===== src/rtl/pad_out_shaper_if.sv =====
// Core-to-pad shaper bundle: level/enable requests in, pad drive and status out.
// master = core side (drives requests), slave = shaper.
interface pad_out_shaper_if;
    logic d_in;
    logic oe_req;
    logic pad_o;
    logic pad_oe;
    logic busy;
    logic pend;

    modport master (output d_in, oe_req, input pad_o, pad_oe, busy, pend);
    modport slave  (input d_in, oe_req, output pad_o, pad_oe, busy, pend);
endinterface


===== src/rtl/pad_out_shaper.sv =====
// Pad output conditioner: min-dwell level holding and dead-cycle OE turnaround; PAD_OUT_SHAPER_STRETCH_EN turns the filter into a pulse stretcher.
// Latency: d_in->pad_o 1 cycle once dwell is met; oe_req rise->pad_oe TURN+1 cycles.
// No backpressure: requests are sampled every cycle, pend/busy only report deferral.
module pad_out_shaper #(
    parameter int MIN_DWELL = 4,
    parameter int TURN      = 2,
    parameter int CW        = 8
) (
    input  logic             clk,
    input  logic             reset_n,
    pad_out_shaper_if.slave  io
);
    typedef enum logic [1:0] {HIZ, TURN_ON, DRIVE, TURN_OFF} state_t;

    localparam logic [CW-1:0] DWELL_MAX = CW'(MIN_DWELL);
    localparam logic [CW-1:0] TURN_LAST = CW'(TURN);
    localparam logic [CW-1:0] ONE       = CW'(1);

    state_t        state;
    logic [CW-1:0] dwell_cnt;
    logic [CW-1:0] turn_cnt;
    logic          pad_o_q;
    logic          pad_oe_q;
    logic          busy_q;
    logic          dwell_ok;
    logic          diff;

    assign dwell_ok = (dwell_cnt >= DWELL_MAX);
    assign diff     = (io.d_in != pad_o_q);

`ifdef PAD_OUT_SHAPER_STRETCH_EN
    logic toggle_pend;
    assign io.pend = (state == DRIVE) && (toggle_pend || diff);
`else
    assign io.pend = (state == DRIVE) && diff;
`endif

    assign io.pad_o  = pad_o_q;
    assign io.pad_oe = pad_oe_q;
    assign io.busy   = busy_q;

    always_ff @(posedge clk or negedge reset_n) begin
        if (!reset_n) begin
            state     <= HIZ;
            pad_o_q   <= 1'b0;
            pad_oe_q  <= 1'b0;
            busy_q    <= 1'b0;
            dwell_cnt <= DWELL_MAX;
            turn_cnt  <= '0;
`ifdef PAD_OUT_SHAPER_STRETCH_EN
            toggle_pend <= 1'b0;
`endif
        end else begin
            case (state)
                HIZ: begin
                    if (io.oe_req) begin
                        state    <= TURN_ON;
                        turn_cnt <= ONE;
                        busy_q   <= 1'b1;
                    end
                end
                TURN_ON: begin
                    if (!io.oe_req) begin
                        state    <= HIZ;
                        turn_cnt <= '0;
                        busy_q   <= 1'b0;
                    end else if (turn_cnt == TURN_LAST) begin
                        state     <= DRIVE;
                        pad_o_q   <= io.d_in;
                        pad_oe_q  <= 1'b1;
                        busy_q    <= 1'b0;
                        dwell_cnt <= ONE;
                        turn_cnt  <= '0;
                    end else begin
                        turn_cnt <= turn_cnt + ONE;
                    end
                end
                DRIVE: begin
                    // Dropping the enable wins over any pending data change.
                    if (!io.oe_req) begin
                        state    <= TURN_OFF;
                        pad_oe_q <= 1'b0;
                        busy_q   <= 1'b1;
                        turn_cnt <= ONE;
`ifdef PAD_OUT_SHAPER_STRETCH_EN
                        toggle_pend <= 1'b0;
`endif
                    end else begin
`ifdef PAD_OUT_SHAPER_STRETCH_EN
                        // A remembered excursion toggles the pad even if d_in already reverted.
                        if (dwell_ok && toggle_pend) begin
                            pad_o_q     <= ~pad_o_q;
                            dwell_cnt   <= ONE;
                            toggle_pend <= 1'b0;
                        end else if (dwell_ok && diff) begin
                            pad_o_q   <= io.d_in;
                            dwell_cnt <= ONE;
                        end else if (!dwell_ok) begin
                            dwell_cnt <= dwell_cnt + ONE;
                            if (diff) begin
                                toggle_pend <= 1'b1;
                            end
                        end
`else
                        if (dwell_ok && diff) begin
                            pad_o_q   <= io.d_in;
                            dwell_cnt <= ONE;
                        end else if (!dwell_ok) begin
                            dwell_cnt <= dwell_cnt + ONE;
                        end
`endif
                    end
                end
                TURN_OFF: begin
                    // oe_req is deliberately ignored here; re-enable must go through HIZ.
                    if (turn_cnt == TURN_LAST) begin
                        state    <= HIZ;
                        busy_q   <= 1'b0;
                        turn_cnt <= '0;
                    end else begin
                        turn_cnt <= turn_cnt + ONE;
                    end
                end
                default: begin
                    state    <= HIZ;
                    pad_oe_q <= 1'b0;
                    busy_q   <= 1'b0;
                end
            endcase
        end
    end
endmodule


===== src/flat_wrapper.sv =====
// flat-port wrapper written by rule: the top's interface ports become plain ports
module pad_out_shaper_flat 
#(
    parameter int MIN_DWELL = 4,
    parameter int TURN      = 2,
    parameter int CW        = 8
)
  (clk, reset_n, io_d_in, io_oe_req, io_pad_o, io_pad_oe, io_busy, io_pend);
  pad_out_shaper_if io_i ();
  input  logic clk;
  input  logic reset_n;
  input wire logic [$bits(io_i.d_in)-1:0] io_d_in;
  input wire logic [$bits(io_i.oe_req)-1:0] io_oe_req;
  output wire logic [$bits(io_i.pad_o)-1:0] io_pad_o;
  output wire logic [$bits(io_i.pad_oe)-1:0] io_pad_oe;
  output wire logic [$bits(io_i.busy)-1:0] io_busy;
  output wire logic [$bits(io_i.pend)-1:0] io_pend;
  assign io_i.d_in = io_d_in;
  assign io_i.oe_req = io_oe_req;
  assign io_pad_o = io_i.pad_o;
  assign io_pad_oe = io_i.pad_oe;
  assign io_busy = io_i.busy;
  assign io_pend = io_i.pend;
  pad_out_shaper #(.MIN_DWELL(MIN_DWELL), .TURN(TURN), .CW(CW)) u_core (.clk(clk), .reset_n(reset_n), .io(io_i));
endmodule

===== config.mk =====
export PLATFORM = sky130hd
export DESIGN_NAME = pad_out_shaper_flat
export DESIGN_NICKNAME = d
export VERILOG_FILES = /design/src/rtl/pad_out_shaper_if.sv /design/src/rtl/pad_out_shaper.sv /design/src/flat_wrapper.sv
export SDC_FILE = /design/constraint.sdc
export NUM_CORES = 1
export LEC_CHECK = 0
export CAP_MARGIN = 20
export CORE_ASPECT_RATIO = 0.6
export CORE_MARGIN = 2
export CORE_UTILIZATION = 40
export CTS_CLUSTER_DIAMETER = 30
export DETAILED_ROUTE_END_ITERATION = 10
export SLEW_MARGIN = 40
export SYNTH_ARGS = -nofsm -noshare
export SYNTH_HDL_FRONTEND = slang
export SYNTH_SLANG_ARGS = --single-unit

===== constraint.sdc =====
create_clock -name clk -period 2.1 [get_ports clk]
set_input_delay 0.315 -clock clk [delete_from_list [all_inputs] [get_ports clk]]
set_output_delay 0.315 -clock clk [all_outputs]
set_load 0.02 [all_outputs]

==> metrics <==
cell taking the most area after synthesis=dfrtp_1; Yosys warning total=0; Iter 0 DRT Violations=39; Reg2Reg Depth=6; Total Wirelength=1917 um; synthesized flop and latch total=21; vias=784; Sink Count=21; r2r setup slk=0.09 ns; outcome=complete, no violations; grt total ovfl=0; final hold vios=0; max_cap viols=0; core area=0.002540 mm^2; CTS H-tree depth=1; Main synth FF type=dfrtp_1; layout cells sized above 1=15.00%; hold crit path type=in -> async; Seq/Total Area, Yosys=48.84%; slew margin rel.=68.19%; setup ws final=0.07796 ns; Clk Latency, worst-skew pair=0.26 ns; cell area power density=1138 mW/mm^2; ANT nets after route=0; setup TNS=0 ns; PortBufs=7; via/cell ratio=5.158; CTS root buf=clkbuf_8; gpl congestion=0.7943; setup bufs post-CTS=0; WP data arrival=1.71 ns; Critical Path Source=io_d_in; first-pass GRT wire length=3381 um; fraction of synthesized area in multiplexers=2.320%; clock share of power=18.4%; Psw=529.7 uW; number of flops mapped to enable cells by yosys=0; hold buffer count at cts=0; leakage power=0.6025 nW; worst-case vdd ir drop=0.5326 mV; worst slew pin tran=0.4756 ns; placed cell count=148; Area Overhead vs Synth=17.75%; Horiz. Die Dim=71.04 um; post-synthesis xor/xnor area fraction=0.8121%; CP Capture Point=io_pend; Max Buffers Root-to-Sink=2; CP Max Fanout=3; mean post-synth cell area=10.27 um^2; final net count=129; row count=14; Tmin final=2.022 ns; Simple-Gate Fraction of Synth Area=24.13%; TritonCTS Buffers=3; switching share of power=36.65%; top cells by count, synth=dfrtp_1 (20), nor2_1 (10), and2_1 (6); Setup Skew=0.005400 ns; RSZ-0062 raised after global routing=false; I/O pin count=8; antenna violations before repair=0; Peak Freq=494.5 MHz; Place WS=0.05614 ns; Setup CP Type=in -> out; Setup crit end kind=output pin; R2R Path Start=u_core.turn_cnt[0]; adder-cell share of the synthesized area=4.640%; final HPWL from detailed placement=1456 um; synth unique cells=38; DRC violations left=0; final max-slew violation count=0; Worst EP required=1.78 ns; Final Cycle Share=96.29%; cells after synthesis=105; Synth async-reset ratio=100.0%; Total GRT Usage=14.50%; internal power=915.4 uW; Post-Synthesis Cell Area=0.001079 mm^2; overall die area=0.003141 mm^2; Combinational Power Share=40.9%; FF-to-FF End=u_core.io.pad_o; vias in the first global route=714; Final setup viols=0; Compound-Gate Fraction of Synth Area=17.40%; starting density of the core=42.46%; Syn Nets=113; PostCTS Resize Cnt=0; clk slew on worst S/H paths=0.08 ns; largest net degree at the start of global routing=13; WL/cell=12.61 um; CTS tree=built; die height=44.22 um; main combinational cell family by area after synthesis=simple AND/OR/NAND/NOR gates; ranking of synthesized cells by area=dfrtp_1 (46%), ha_1 (4.6%), a21o_1 (3.5%), and2_1 (3.5%), nor2_1 (3.5%); post-route non-filler standard cell count=152; router iterations before antenna repair=4; critical path startpoint category=primary input; area fraction of the dominant cell type after synthesis=46.40%; most frequent cell after synthesis=dfrtp_1; # diodes=0; Flop pwr share=40.7%
[power groups by stage]
stage               clock network (mW)  registers, mW  logic, mW
global placement                     0          0.591      0.594
global route                     0.294          0.605      0.659
finish                           0.266          0.588      0.591
floorplan                            0          0.625      0.355
detailed placement                   0          0.596      0.591
CTS                              0.274          0.587      0.594
[layout make-up]
type | count | area [um^2]
Fill cell | 229 | 1270
Multi-Input combinational cell | 79 | 531.8
Sequential cell | 21 | 526.8
Timing Repair Buffer | 13 | 115.1
Clock buffer | 4 | 45.04
Tap cell | 32 | 40.04
Inverter | 3 | 11.26
[cells in the final DEF, fill, tap and decap left out, types with 2 or more instances in the layout]
cell | netlist | layout
a21o_1 | 5 | 5
a21oi_1 | 3 | 3
and2_1 | 6 | 6
and3_1 | 3 | 3
buf_4 | 0 | 6
clkbuf_8 | 0 | 3
clkdlybuf4s50_1 | 0 | 7
dfrtp_1 | 20 | 20
ha_1 | 4 | 4
inv_1 | 3 | 3
nand2_1 | 5 | 5
nand2b_1 | 2 | 2
nand3_1 | 2 | 2
nor2_1 | 10 | 10
nor2b_1 | 3 | 3
nor3_1 | 2 | 2
nor3b_1 | 2 | 2
o211ai_1 | 2 | 2
o21a_1 | 3 | 3
o21ai_0 | 5 | 5
o21ai_1 | 3 | 3
o22ai_1 | 2 | 2
or3_1 | 2 | 2
[worst min path at each step]
stage,from,to,slack (ns)
after global placement,u_core.dwell_cnt[4],u_core.dwell_cnt[4],0.47
after detailed placement,u_core.dwell_cnt[4],u_core.dwell_cnt[4],0.47
after global routing,reset_n,u_core.dwell_cnt[6],0.41
final,reset_n,u_core.dwell_cnt[6],0.37
after CTS,reset_n,u_core.turn_cnt[2],0.39
after floorplan,reset_n,asynchronous set/reset pin,0.02
[through the flow]
step / util [%] / area, um^2 / total power [mW] / hold WS, ns
after detailed placement: 48.23 / 1225 / 1.187 / 0.4719
after global routing: 50.00 / 1270 / 1.558 / 0.4136
after CTS: 50.00 / 1270 / 1.456 / 0.3884
after floorplan: - / 1079 / 0.9797 / 0.01941
after global placement: 48.23 / 1225 / 1.185 / 0.4699
final: 50.00 / 1270 / 1.445 / 0.3743
[sequential cells by signal, indices dropped and copies added, names as in the netlist, named ones only]
| name | count |
|---|---|
| u_core.io.pad_oe | 1 |
| u_core.state | 1 |
| u_core.io.pad_o | 1 |
| u_core.io.busy | 1 |
| u_core.turn_cnt | 8 |
| u_core.dwell_cnt | 8 |
[cells by family after synthesis]
logic type                 after synthesis
DFF                                     21
and+or+nand+nor                         44
buffers and inverters                    5
adders and majority gates                4
xor gates and xnor gates                 1
AOI/OAI and AO/OA                       28
muxes                                    2
[critical path, stage by stage]
cell             delay [ns]
clkdlybuf4s50_1        0.43
xnor2_1                0.32
nor2_1                 0.09
clkdlybuf4s50_1        0.54
[per-layer routing]
| metal | routed length (um) | track usage (%) |
|---|---|---|
| met5 | 0 | 0 |
| met4 | 31 | 5.660 |
| met3 | 65 | 5.467 |
| met2 | 627 | 17.94 |
| met1 | 1192 | 22.29 |
Note: power is estimated with default switching activity, not from simulation.
